--- src/rtl/fpu_add_operand_queue.sv ---
// Operand-pair FIFO feeding the FP adder: valid/ready in, hold-gated issue out.
// Define FPU_QUEUE_FTZ_EN to flush denormal operands to signed zero on enqueue.
module fpu_add_operand_queue #(
  parameter int DEPTH  = 8,
  parameter int ADDR_W = 3,
  parameter int CNT_W  = 16
) (
  input  logic              clk,
  input  logic              rst,
  input  logic              s_vld,
  output logic              s_rdy,
  input  logic [31:0]       s_a,
  input  logic [31:0]       s_b,
  input  logic              hold,
  input  logic              flush,
  output logic [31:0]       add_a,
  output logic [31:0]       add_b,
  output logic              add_vld,
  output logic [ADDR_W:0]   level,
  output logic [1:0]        state,
  output logic [CNT_W-1:0]  issued_cnt
);
  typedef enum logic [1:0] {IDLE = 2'b00, ISSUE = 2'b01, STALL = 2'b10} state_t;

  localparam logic [ADDR_W:0] FULL_LVL = (ADDR_W+1)'(DEPTH);

  state_t          st;
  logic [63:0]     mem [DEPTH];
  logic [ADDR_W:0] wr_ptr, rd_ptr, level_nxt;
  logic            empty, push, pop;
  logic [63:0]     head;

  function automatic logic [31:0] ftz(input logic [31:0] x);
`ifdef FPU_QUEUE_FTZ_EN
    if (x[30:23] == 8'd0 && x[22:0] != 23'd0) return {x[31], 31'd0};
    else                                       return x;
`else
    return x;
`endif
  endfunction

  assign s_rdy = (level != FULL_LVL);
  assign empty = (wr_ptr == rd_ptr);
  assign push  = s_vld && s_rdy && !flush;
  assign pop   = !empty && !hold && !flush;
  assign head  = mem[rd_ptr[ADDR_W-1:0]];
  assign state = st;

  always_comb begin
    level_nxt = level;
    if (flush) level_nxt = '0;
    else       level_nxt = level + {{ADDR_W{1'b0}}, push} - {{ADDR_W{1'b0}}, pop};
  end

  always_ff @(posedge clk) begin
    if (push) mem[wr_ptr[ADDR_W-1:0]] <= {ftz(s_a), ftz(s_b)};
  end

  always_ff @(posedge clk or posedge rst) begin
    if (rst) begin
      wr_ptr     <= '0;
      rd_ptr     <= '0;
      level      <= '0;
      add_a      <= '0;
      add_b      <= '0;
      add_vld    <= 1'b0;
      issued_cnt <= '0;
      st         <= IDLE;
    end else begin
      level   <= level_nxt;
      add_vld <= pop;
      if (flush) begin
        wr_ptr <= '0;
        rd_ptr <= '0;
      end else begin
        if (push) wr_ptr <= wr_ptr + 1'b1;
        if (pop)  rd_ptr <= rd_ptr + 1'b1;
      end
      if (pop) begin
        add_a      <= head[63:32];
        add_b      <= head[31:0];
        issued_cnt <= issued_cnt + 1'b1;
      end
      // State tracks what the queue will hold after this edge and whether it is blocked.
      if (flush || level_nxt == '0) st <= IDLE;
      else if (hold)                st <= STALL;
      else                          st <= ISSUE;
    end
  end
endmodule
--- config.mk ---
export PLATFORM = sky130hd
export DESIGN_NAME = fpu_add_operand_queue
export DESIGN_NICKNAME = d
export VERILOG_FILES = /design/src/rtl/fpu_add_operand_queue.sv
export SDC_FILE = /design/constraint.sdc
export NUM_CORES = 1
export LEC_CHECK = 0
export ABC_CLOCK_PERIOD_IN_PS = 16850
export CAP_MARGIN = 20
export CORE_MARGIN = 2
export CORE_UTILIZATION = 52
export DETAILED_ROUTE_END_ITERATION = 8
export PLACE_DENSITY = 0.73
export RECOVER_POWER = 25
export SETUP_SLACK_MARGIN = 0.4
export SLEW_MARGIN = 20
export SYNTH_ARGS = -nofsm -noshare
export SYNTH_HDL_FRONTEND = slang
export SYNTH_SLANG_ARGS = --single-unit
--- constraint.sdc ---
create_clock -name clk -period 16.85 [get_ports clk]
set_input_delay 3.37 -clock clk [delete_from_list [all_inputs] [get_ports clk]]
set_output_delay 3.37 -clock clk [all_outputs]
set_load 0.1 [all_outputs]
Word level (Yosys, flattened, before mapping)
Memory sizes are Yosys's and may differ from the RTL's. A register that Yosys moved wholly into a read port is not among the register bits.
Index checks and enable logic that the tools add are counted.
Word-level totals
  RAM bits: 512
  output and inout bits: 88
  logic and storage cells: 34
  bits in registers: 31
  memories: 1
  input bits: 69
Operators by class
  mux-type cells: 9
  reduce and logical (&&, ||, !) cells: 11
  equal/unequal tests: 2
  add/sub/neg operators: 5
Memories
  mem: depth 8, bits a word 64, rd ports 1, clocked after memory_dff 1, wr ports 1, line 28  | logic [63:0] mem [DEPTH];
Operators by type and width (number)
  $mux 4: 5
  $add 16x1->16 const B: 1
  $add 4x1->4 const B: 2
  $add 4x1->4: 1
  $eq 4x4->1: 1
  $logic_and 1x1->1: 4
  $logic_not 4->1: 1
  $mux 2: 2
  $ne 4x4->1 const B: 1
  $reduce_bool 2->1: 2
  $sub 4x1->4: 1
  $logic_not 1->1: 3
  $mux 1: 2
  $logic_or 1x1->1: 1

Longest topological paths before layout
  depth after elaboration: 9
  gate-level depth with buffers: 13
  depth with buffers taken out: 12

Worst setup path after synthesis
Ideal clock, no wire load.
  kind: in2reg
  from: input flush
  to: memory mem[0][0] (enable)
  cell stages on the path: 3
  buffers on the path: 1
  setup time: 565 ps
  arrival: 8241 ps
  slack: 8044 ps
  data required time: 16285 ps
  cell sequence: buf_6 -> or3_1 -> nor3_1
Between the ends
  cells in the longest elaborated chain, start to end: 4
RTL lines
  from (decl): line 15  | input logic flush,
  $logic_not 1->1: line 44  | assign push = s_vld && s_rdy && !flush;
  $logic_and 1x1->1: line 44
  $mux 1: line 56  | if (push) mem[wr_ptr[ADDR_W-1:0]] <= {ftz(s_a), ftz(s_b)};
  $mux 1 (implied by the code): line 56
  to (decl): line 28
Every way passes these cells.

Worst setup path in the final report
  from: input flush
  to: register st[1] (netlist: state[1])
Between the ends
  elaborated cells between the ends (all ways): 9
RTL lines
  $logic_not 1->1: line 45  | assign pop = !empty && !hold && !flush;
  $logic_and 1x1->1: line 45
  via pop: line 30  | logic empty, push, pop;
  $sub 4x1->4: line 52  | else level_nxt = level + {{ADDR_W{1'b0}}, push} - {{ADDR_W{1'b0}}, pop};
  $mux 4: line 51  | if (flush) level_nxt = '0;
  $logic_not 4->1: line 85  | if (flush || level_nxt == '0) st <= IDLE;
  $logic_or 1x1->1: line 85
  $mux 2: line 85
  to (signal assigned): line 85
  to (signal assigned): line 86  | else if (hold) st <= STALL;
  to (signal assigned): line 87  | else st <= ISSUE;
  to (decl): line 27  | state_t st;
The timed path passes the listed nets, and every way through them passes these cells.
A chain may end at the register's enable or synchronous reset.

==> impl_metrics.tcl <==
set metrics [dict create \
    postSynthAreaPerCell_um2 20.7 \
    worstRegToRegCells 10 \
    drc 0 \
    dp_hpwl_mm 22.9 \
    cp-start-kind "input pin" \
    antenna_found_initial 13 \
    combPwrFrac_pct 28.7 \
    final_cells 1924 \
    cp_max_fo 60 \
    grt_max_degree 112 \
    rsz0062_at_grt "no" \
    n_fill_cell 2949 \
    power_frac_clock_pct 28.8 \
    overflow 0 \
    p_per_area_nw_per_um2 161 \
    slew_violations 34 \
    r2r_end "state[1]" \
    synthDominantCellAreaShare_pct 67.1 \
    setup_tns_ns 0 \
    synth_area_leader_cell "edfxtp_1" \
    clk_transition_reported_paths_ns 0.06 \
    synthCells 1107 \
    maxSlewHeadroom_pct -24.9 \
    synthDistinctLibCells 37 \
    wl_mm 43.4 \
    postRouteAntennaNets 0 \
    post-route-period-util_pct 38.5 \
    io_buffers 156 \
    async_flop_share_pct 15.7 \
    intPower_uw 2820 \
    post-cts-setup-buffer-count 0 \
    seq_power_share_pct 42.4 \
    die_w_um 214 \
    cts.htree.levels 2 \
    status "finished with violations" \
    dpl.cell_count 1803 \
    fmax_mhz 154 \
    swShare_pct 35.2 \
    multi_input_area_um2 4920 \
    vias 10900 \
    r2r_start "rd_ptr[2]" \
    clockBufferDepth 3 \
    crit_arrival_ns 6.98 \
    synth_edf_count 512 \
    synth_flop_cell "edfxtp_1" \
    cts_resized 0 \
    leakage_uw 0.00881 \
    hold_path_end "add_a[20]" \
    grt_pass1_vias 11300 \
    clock_skew_ns 0.0247 \
    cts-root-buf "clkbuf_16" \
    syn_nets 1185 \
    place.gp.congestion 0.812 \
    hold_slack_ns 0.475 \
    nNetsFinal 1359 \
    synth.area.top_cells "edfxtp_1, mux4_2, dfrtp_1" \
    p_switching_uw 1530 \
    grt_util_all_layers_pct 19.4 \
    avgRoutedWirePerCell_um 22.6 \
    area_delta_synth_final_pct 18.0 \
    clock_latency_ns 0.62 \
    violations "capacitance limit, slew limit" \
    min_path_type "reg -> reg" \
    grt_pass1_wl_mm 67.7 \
    synth_area_um2 22900 \
    ios 157 \
    regArea_um2 17800 \
    fp-row-count 76 \
    final.min_clock_period_ns 6.49 \
    die_h_um 214 \
    worst_pin_slew_ns 1.86 \
    clock-sinks 607 \
    whs_path_depth 2 \
    numCtsBuffers 59 \
    ir_drop_mv 0.149 \
    drtIter0Drc 956 \
    worstHoldStart "add_a[20]" \
    die_area_um2 45800 \
    vias_per_cell 5.67 \
    drv_cap 1 \
    seq_area_frac_synth_pct 77.4 \
    core_area_um2 43300 \
    cts_tree "built" \
    setup_viol 0 \
    dr.pass1.iters 5 \
    endpoint_kind "register" \
    reg2reg_setup_slack_ns 12.97 \
    cts-hold-fix-buffers 0 \
    path_class "in -> reg" \
    start_util_pct 53.0 \
    drive_gt1_share_pct 17.9 \
    synth_warnings 0 \
    ys_ff_latch 607 \
    fin_util_pct 62.5 \
    required_ns 17.34 \
    final-hold-violation-count 0 \
]
## stage by stage
stage / cell area (um2) / power [uW] / setup slack [ns]
2_1_floorplan: 22900 / 2820 / 8.04
3_3_place_gp: 25100 / 3120 / 9.80
3_5_place_dp: 25100 / 3140 / 9.74
4_1_cts: 27000 / 4390 / 10.37
5_1_grt: 27000 / 4510 / 10.10
6_report: 27000 / 4350 / 10.36
## final cells by class
cell class	instances	share of cell area (%)
antenna	7	0.0648
clock buffer	89	6.14
clock inverter	23	0.777
inverter	6	0.0879
multi-input combinational	436	18.2
sequential	607	65.7
tap	585	2.71
timing repair buffer	171	6.36
## cell usage in the layout, fill, tap and decap left out, types with 2 or more instances in the layout
cell,n
edfxtp_1,512
mux4_2,128
clkdlybuf4s50_1,113
dfrtp_1,92
nand2_1,75
mux2i_1,65
o21ai_0,64
clkbuf_16,60
dlygate4sd3_1,43
clkbuf_1,24
nor2_1,15
xnor2_1,13
xor2_1,12
nand3_1,12
buf_4,12
clkinv_1,10
ha_1,8
diode_2,7
clkinv_2,7
nor2_4,6
a21oi_1,5
nand4_1,5
clkbuf_8,5
nand2b_1,4
inv_1,4
nor3_1,3
nor2b_1,3
nor4_1,3
dfrtp_4,3
nor3_2,2
bufinv_16,2
clkinvlp_4,2
buf_12,2
## worst max-delay path by stage
stage / start / endpoint / slack [ns] / depth (start not counted)
after floorplan: flush / mem[0][0] / 8.04 / 3
after global routing: flush / state[0] / 10.10 / 11
final: flush / state[1] / 10.36 / 11
after detailed placement: flush / state[1] / 9.74 / 11
after global placement: flush / state[1] / 9.80 / 11
after CTS: flush / state[1] / 10.37 / 11
## power groups by stage
| stage | logic, uW | registers [uW] | clock network [uW] |
|---|---|---|---|
| after CTS | 1260 | 1850 | 1280 |
| after floorplan | 374 | 2440 | 0 |
| after detailed placement | 1260 | 1880 | 0 |
| after global placement | 1250 | 1870 | 0 |
| final | 1250 | 1850 | 1250 |
| after global routing | 1310 | 1860 | 1340 |
## kinds of logic after synthesis
family | after synthesis | synth area share, %
compound gates | 73 | 1.66
xor+xnor | 25 | 0.955
fa+ha+maj | 9 | 0.524
buf+inv | 64 | 1.39
flops | 607 | 77.4
mux | 194 | 15.5
simple gates | 135 | 2.57
## metal layers
metal | global-route usage, % | up-vias | part of all wire (%)
li1 | - | 4794 | -
met1 | 26.3 | 5675 | 42
met2 | 32.1 | 340 | 50
met3 | 3.95 | 84 | 5.7
met4 | 6.01 | 8 | 2.2
met5 | 0 | - | 0.12
## worst max-delay path, cell delays in order
cell             delay (ns)
clkdlybuf4s50_1        0.87
or2_1                  0.23
a41o_4                 0.47
clkinv_1               0.39
ha_1                   0.38
inv_1                  0.04
ha_1                   0.20
fa_1                   0.41
xnor2_1                0.20
nor3b_1                0.29
a21oi_1                0.11
## sequential cells by signal (all words and copies together) (netlist names)
signal and flops:
level 4, wr_ptr 4, add_a 32, state 2
mem 512, rd_ptr 4, add_b 32, add_vld 1
issued_cnt 16
## Yosys cell counts, types with 8 or more instances
| cell | count |
|---|---|
| edfxtp_1 | 512 |
| mux4_2 | 128 |
| dfrtp_1 | 95 |
| nand2_1 | 75 |
| mux2i_1 | 65 |
| o21ai_0 | 64 |
| nor2_1 | 21 |
| clkbuf_1 | 18 |
| buf_2 | 17 |
| xnor2_1 | 13 |
| nand3_1 | 12 |
| xor2_1 | 12 |
| buf_1 | 11 |
| buf_4 | 9 |
| ha_1 | 8 |
Note: power is estimated with default switching activity, not from simulation.
